===== src/rtl/cpu_ctrl_pkg.sv =====
`default_nettype none
// ============================================================================
// Module      : cpu_ctrl_pkg
// Description : Shared types and encodings for the instruction sequencer:
//               sequencer states, opcode/op encodings, legality helper.
// Revision    : 1.0  initial release
// ============================================================================
package cpu_ctrl_pkg;

  // Sequencer states; WAIT must be the reset/idle encoding.
  typedef enum logic [2:0] {
    WAIT      = 3'd0,
    DECODE    = 3'd1,
    WRITE_IMM = 3'd2,
    GET_A     = 3'd3,
    GET_B     = 3'd4,
    ALU       = 3'd5,
    ALU_MOV   = 3'd6,
    WRITE_REG = 3'd7
  } state_t;

  localparam logic [2:0] OPC_MOV = 3'b110;
  localparam logic [2:0] OPC_ALU = 3'b101;

  // op field for OPC_ALU doubles as the ALUop encoding.
  localparam logic [1:0] OP_ADD = 2'b00;
  localparam logic [1:0] OP_CMP = 2'b01;
  localparam logic [1:0] OP_AND = 2'b10;
  localparam logic [1:0] OP_MVN = 2'b11;

  // op field variants for OPC_MOV.
  localparam logic [1:0] OP_MOV_REG = 2'b00;
  localparam logic [1:0] OP_MOV_IMM = 2'b10;

  // Every ALU op is defined; MOV only has the register and immediate forms.
  function automatic logic is_legal(input logic [2:0] opc, input logic [1:0] op);
    return (opc == OPC_ALU) ||
           ((opc == OPC_MOV) && ((op == OP_MOV_REG) || (op == OP_MOV_IMM)));
  endfunction

endpackage
`default_nettype wire


===== src/rtl/cpu_controller_instr_decoder.sv =====
`default_nettype none
// ============================================================================
// Module      : instr_decoder
// Description : Combinational field extraction from the instruction register
//               and sign extension of the 8-bit immediate to DW bits.
// Revision    : 1.0  initial release
// ============================================================================
module instr_decoder #(
  parameter int DW = 16
) (
  input  logic [15:0]   ir_i,
  output logic [2:0]    opcode_o,
  output logic [1:0]    op_o,
  output logic [2:0]    rn_o,
  output logic [2:0]    rd_o,
  output logic [1:0]    sh_o,
  output logic [2:0]    rm_o,
  output logic [DW-1:0] imm_o
);

  assign opcode_o = ir_i[15:13];
  assign op_o     = ir_i[12:11];
  assign rn_o     = ir_i[10:8];
  assign rd_o     = ir_i[7:5];
  assign sh_o     = ir_i[4:3];
  assign rm_o     = ir_i[2:0];
  assign imm_o    = {{(DW-8){ir_i[7]}}, ir_i[7:0]};

endmodule
`default_nettype wire


===== src/rtl/cpu_controller.sv =====
`default_nettype none
// ============================================================================
// Module      : cpu_controller
// Description : Moore instruction sequencer for the register/ALU datapath.
//               Captures one instruction in WAIT, decodes it and steps the
//               datapath strobes; one instruction in flight at a time.
// Revision    : 1.0  initial release
// ============================================================================
module cpu_controller
  import cpu_ctrl_pkg::*;
#(
  parameter int DW = 16,
  parameter int RW = 3
) (
  input  logic          clk,
  input  logic          reset,
  input  logic [15:0]   instr,
  input  logic          load,
  input  logic          s,
  input  logic          Z_in,
  output logic          w,
  output logic          illegal,
  output logic [DW-1:0] imm_out,
  output logic          vsel,
  output logic          write,
  output logic [RW-1:0] writenum,
  output logic [RW-1:0] readnum,
  output logic          loada,
  output logic          loadb,
  output logic          asel,
  output logic          bsel,
  output logic [1:0]    shift,
  output logic [1:0]    ALUop,
  output logic          loadc,
  output logic          loads
);

  state_t      state_q, state_d;
  logic [15:0] ir_q, ir_d;
  logic        illegal_q, illegal_d;

  logic [2:0]  opcode, rn, rd, rm;
  logic [1:0]  op, sh;

  // Status flag is observation-only for this sequencer.
  logic unused_z;
  assign unused_z = Z_in;

  instr_decoder #(.DW(DW)) u_dec (
    .ir_i     (ir_q),
    .opcode_o (opcode),
    .op_o     (op),
    .rn_o     (rn),
    .rd_o     (rd),
    .sh_o     (sh),
    .rm_o     (rm),
    .imm_o    (imm_out)
  );

  // State, instruction register and sticky illegal flag.
  always_ff @(posedge clk) begin
    if (reset) begin
      state_q   <= WAIT;
      ir_q      <= '0;
      illegal_q <= 1'b0;
    end else begin
      state_q   <= state_d;
      ir_q      <= ir_d;
      illegal_q <= illegal_d;
    end
  end

  // IR only listens in WAIT; undefined encodings are flagged when decoded.
  always_comb begin
    ir_d      = ir_q;
    illegal_d = illegal_q;
    if ((state_q == WAIT) && load)
      ir_d = instr;
    if ((state_q == DECODE) && !is_legal(opcode, op))
      illegal_d = 1'b1;
  end

  // Next-state sequencing and Moore outputs from state and IR.
  always_comb begin
    state_d  = state_q;
    w        = 1'b0;
    vsel     = 1'b0;
    write    = 1'b0;
    writenum = '0;
    readnum  = '0;
    loada    = 1'b0;
    loadb    = 1'b0;
    asel     = 1'b0;
    bsel     = 1'b0;
    shift    = 2'b00;
    ALUop    = 2'b00;
    loadc    = 1'b0;
    loads    = 1'b0;

    case (state_q)
      WAIT: begin
        w = 1'b1;
        if (s) state_d = DECODE;
      end
      DECODE: begin
        if ((opcode == OPC_MOV) && (op == OP_MOV_IMM))      state_d = WRITE_IMM;
        else if ((opcode == OPC_MOV) && (op == OP_MOV_REG)) state_d = GET_B;
        else if ((opcode == OPC_ALU) && (op == OP_MVN))     state_d = GET_B;
        else if (opcode == OPC_ALU)                         state_d = GET_A;
        else                                                state_d = WAIT;
      end
      WRITE_IMM: begin
        vsel     = 1'b1;
        write    = 1'b1;
        writenum = rn;
        state_d  = WAIT;
      end
      GET_A: begin
        readnum = rn;
        loada   = 1'b1;
        state_d = GET_B;
      end
      GET_B: begin
        readnum = rm;
        loadb   = 1'b1;
        state_d = (opcode == OPC_MOV) ? ALU_MOV : ALU;
      end
      ALU: begin
        shift = sh;
        ALUop = op;
        if (op == OP_CMP) begin
          loads   = 1'b1;
          state_d = WAIT;
        end else begin
          loadc   = 1'b1;
          state_d = WRITE_REG;
        end
      end
      ALU_MOV: begin
        shift   = sh;
        asel    = 1'b1;
        ALUop   = OP_ADD;
        loadc   = 1'b1;
        state_d = WRITE_REG;
      end
      WRITE_REG: begin
        write    = 1'b1;
        writenum = rd;
        state_d  = WAIT;
      end
      default: state_d = WAIT;
    endcase
  end

  assign illegal = illegal_q;

endmodule
`default_nettype wire


===== config.mk =====
export PLATFORM = sky130hd
export DESIGN_NAME = cpu_controller
export DESIGN_NICKNAME = d
export VERILOG_FILES = /design/src/rtl/cpu_ctrl_pkg.sv /design/src/rtl/cpu_controller_instr_decoder.sv /design/src/rtl/cpu_controller.sv
export SDC_FILE = /design/constraint.sdc
export NUM_CORES = 1
export LEC_CHECK = 0
export CAP_MARGIN = 20
export CORE_ASPECT_RATIO = 0.6
export CORE_UTILIZATION = 44
export CTS_BUF_LIST = sky130_fd_sc_hd__clkbuf_4 sky130_fd_sc_hd__clkbuf_8 sky130_fd_sc_hd__clkbuf_16
export CTS_CLUSTER_DIAMETER = 200
export DETAILED_ROUTE_END_ITERATION = 12
export GPL_ROUTABILITY_DRIVEN = 1
export PLACE_DENSITY = 0.94
export SLEW_MARGIN = 25
export SYNTH_ARGS = -nofsm -noshare
export SYNTH_HDL_FRONTEND = slang
export SYNTH_SLANG_ARGS = --single-unit

===== constraint.sdc =====
create_clock -name clk -period 2.7 [get_ports clk]
set_clock_uncertainty 0.1 [all_clocks]
set_input_delay 0.405 -clock clk [delete_from_list [all_inputs] [get_ports clk]]
set_output_delay 0.405 -clock clk [all_outputs]
set_load 0.005 [all_outputs]

==> summary.txt, run 1 <==
Initial antenna violation count -> 0
Maximum vdd ir drop -> 0.2449 mV
Final period utilization -> 0.9427
Die Wd -> 69.42 um
CTS root buffer -> clkbuf_8
Top post-synthesis cells by area -> dfxtp_1 (33%), buf_4 (11%), nand2_1 (11%)
Share of post-route cells with drive strength above 1 -> 0.04839
Placed inst area -> 0.001607 mm2
Longest Clk Path Bufs -> 2
CTS Buf Count -> 3
Syn Std Cell Area -> 0.001200 mm2
Dpl ws -> 0.4837 ns
DRC Markers -> 0
Multi-input gate area -> 595.6 um2
Largest net degree at the start of global routing -> 21
Worst-path maximum fanout -> 18
Seq/Total Area, Yosys -> 0.3337
Die Area -> 0.002947 mm2
Pleak -> 0.6304 nW
Slew @ Worst Pin -> 0.7244 ns
Synth cell types -> 36
Synth Instances -> 154
Setup TNS -> 0 ns
Syn_nets -> 175
Final nets -> 208
Number of synthesized register bits -> 20
Hold Crit Start -> ir_q[4]
Fillers -> 206
Final hold violation count -> 0
Yosys Warn Count -> 0
HPWL Detailed -> 2053 um
CP Capture Type -> output pin
Worst r2r src -> state_q[1]
Initial Utilization -> 0.4724
Power per cell area -> 418.7 mW/mm2
CTS sink cnt -> 20
PostCTS Resize Cnt -> 0
Iter 0 DRT Violations -> 81
Routed WL -> 2849 um
Synth top area share -> 0.3337
Register area -> 400.4 um2
H-tree Lvls -> 1
Max_slew headroom -> 0.5156
Unrepaired setup endpoints after global routing -> false
Final min period -> 2.545 ns
Port Buffers -> 54
Standard-cell rows -> 14
GP Congestion -> 0.8302
Achievable Freq -> 392.9 MHz
Core area -> 0.002540 mm2
Die Y -> 42.45 um
Number of global-route vias before repair -> 1052
Dominant cell type by area after synthesis -> dfxtp_1
WL/cell -> 13.07 um
Fin util -> 0.6542
Syn Area/Cell -> 7.792 um2
Crit. Startpoint -> state_q[0]
Post-CTS setup buffers -> 0
Post-synth EDFFs -> 0
MaxCap Viol Count -> 0
CP arrival -> 2.04 ns
CTS Hold Bufs -> 0
First-pass GRT wire length -> 4857 um
Post-synthesis async set-or-reset flop share -> 0
Status -> completed
Crit start category -> flip-flop
Setup CP Type -> flip-flop to output pin
Worst hold path class -> flip-flop to flip-flop
Synth Flop Type -> dfxtp_1
Final setup violating endpoints -> 0
Max Transition Viols Final -> 0
DRT Pass-1 Iters -> 5
Clk Latency, worst-skew pair -> 0.26 ns
Setup ws final -> 0.1547 ns
Area Overhead vs Synth -> 38.48%
CTS tree -> built
Total global routing track utilization -> 0.2074
Vias -> 1142
Fin area -> 0.001662 mm2
Hold_ws -> 0.3777 ns
Worst Path Required -> 2.19 ns
Final ANT Viol Nets -> 0
Ant. Diodes -> 0
GR Overflow Total -> 0
I/O pin count -> 57
Vias/cell -> 5.239
Reg clk slew, reported paths -> 0.07 ns
-- where the power goes --
group          internal [mW]  switching [mW]  total (mW)
Clock                  0.130           0.101       0.231
Combinational         0.0778          0.0479       0.126
Sequential             0.313          0.0259       0.339
-- cell usage after synthesis, drive strengths merged, types with 2 or more instances --
cell,count
a311oi,2
o2111ai,2
buf,24
and2,4
and3,2
clkbuf,4
dfxtp,20
nor3b,4
or2,2
inv,4
and3b,3
nand3b,2
nor2b,5
a22o,3
a21oi,18
nand2,34
nor3,2
nor2,2
nor4b,2
a22oi,3
-- layout by cell type, fill, tap and decap left out, types with 2 or more instances in the layout --
cell | synthesis | routed
and3b_1 | 3 | 3
clkdlybuf4s50_1 | 0 | 54
inv_1 | 4 | 4
nand3b_1 | 2 | 2
a311oi_1 | 2 | 2
or2_2 | 2 | 2
nor3b_1 | 4 | 4
a22oi_1 | 3 | 3
nor2_1 | 2 | 2
nor2b_1 | 5 | 5
a21oi_1 | 18 | 18
nand2_1 | 34 | 34
nor3_1 | 2 | 2
and3_1 | 2 | 2
o2111ai_1 | 2 | 2
dfxtp_1 | 20 | 20
clkbuf_8 | 0 | 4
a22o_1 | 3 | 3
and2_1 | 4 | 4
buf_4 | 17 | 2
-- stage by stage --
step | cells | total power, mW
final | 218 | 0.6957
after global routing | 218 | 0.7305
after CTS | 218 | 0.7006
after detailed placement | 214 | 0.4714
after global placement | 214 | 0.4671
after floorplan | 154 | 0.4182
-- final timing paths --
path                   end  slack (ns)  depth (start not counted)
hold reg to reg    ir_q[4]        0.38                          2
hold / removal     ir_q[4]        0.38                          2
setup / recovery  ALUop[1]        0.15                          3
setup reg to reg  ir_q[10]        0.82                          3
-- registers in the layout, indices dropped and copies added (netlist names) --
name and flops:
illegal 1, ir_q 16, state_q 3
-- kinds of logic after synthesis --
family | count (synthesis) | synth area share
simple gates | 66 | 0.3024
xor+xnor | 1 | 0.007301
buf+inv | 32 | 0.1700
other cells | 1 | 0.003125
flops | 20 | 0.3337
compound gates | 34 | 0.1835
-- area by class of cell --
class                   count  share of cell area
clock buffers               4             0.03313
inverters                   4            0.009036
multi-input cells         102              0.3584
flip-flops and latches     20              0.2410
well taps                  32             0.02410
repair buffers             56              0.3343
-- routing by layer --
metal	vias to the layer above	GRT usage	share of wire
met5	-	0	0
met3	5	0.06971	0.071
li1	571	-	-
met4	0	0.06531	0.011
met2	46	0.3398	0.44
met1	520	0.2588	0.47
-- worst max-delay path, stage by stage, from the launching register on --
cell and delay (ns):
dfxtp_1 0.70, nor3b_1 0.39, and2_1 0.18, clkdlybuf4s50_1 0.50
Note: power is estimated with default switching activity, not from simulation.
==> run 2: changes to the inputs <==
Settings changed: CAP_MARGIN 20 to default.
==> results of run 2 <==
The final DEF is identical to that of run 1; final timing and power are the same.
==> run 3: changes to the inputs <==
Settings changed: HOLD_SLACK_MARGIN from default to 0.15.
==> results of run 3 <==
The final DEF is identical to that of run 1; final timing and power are the same.
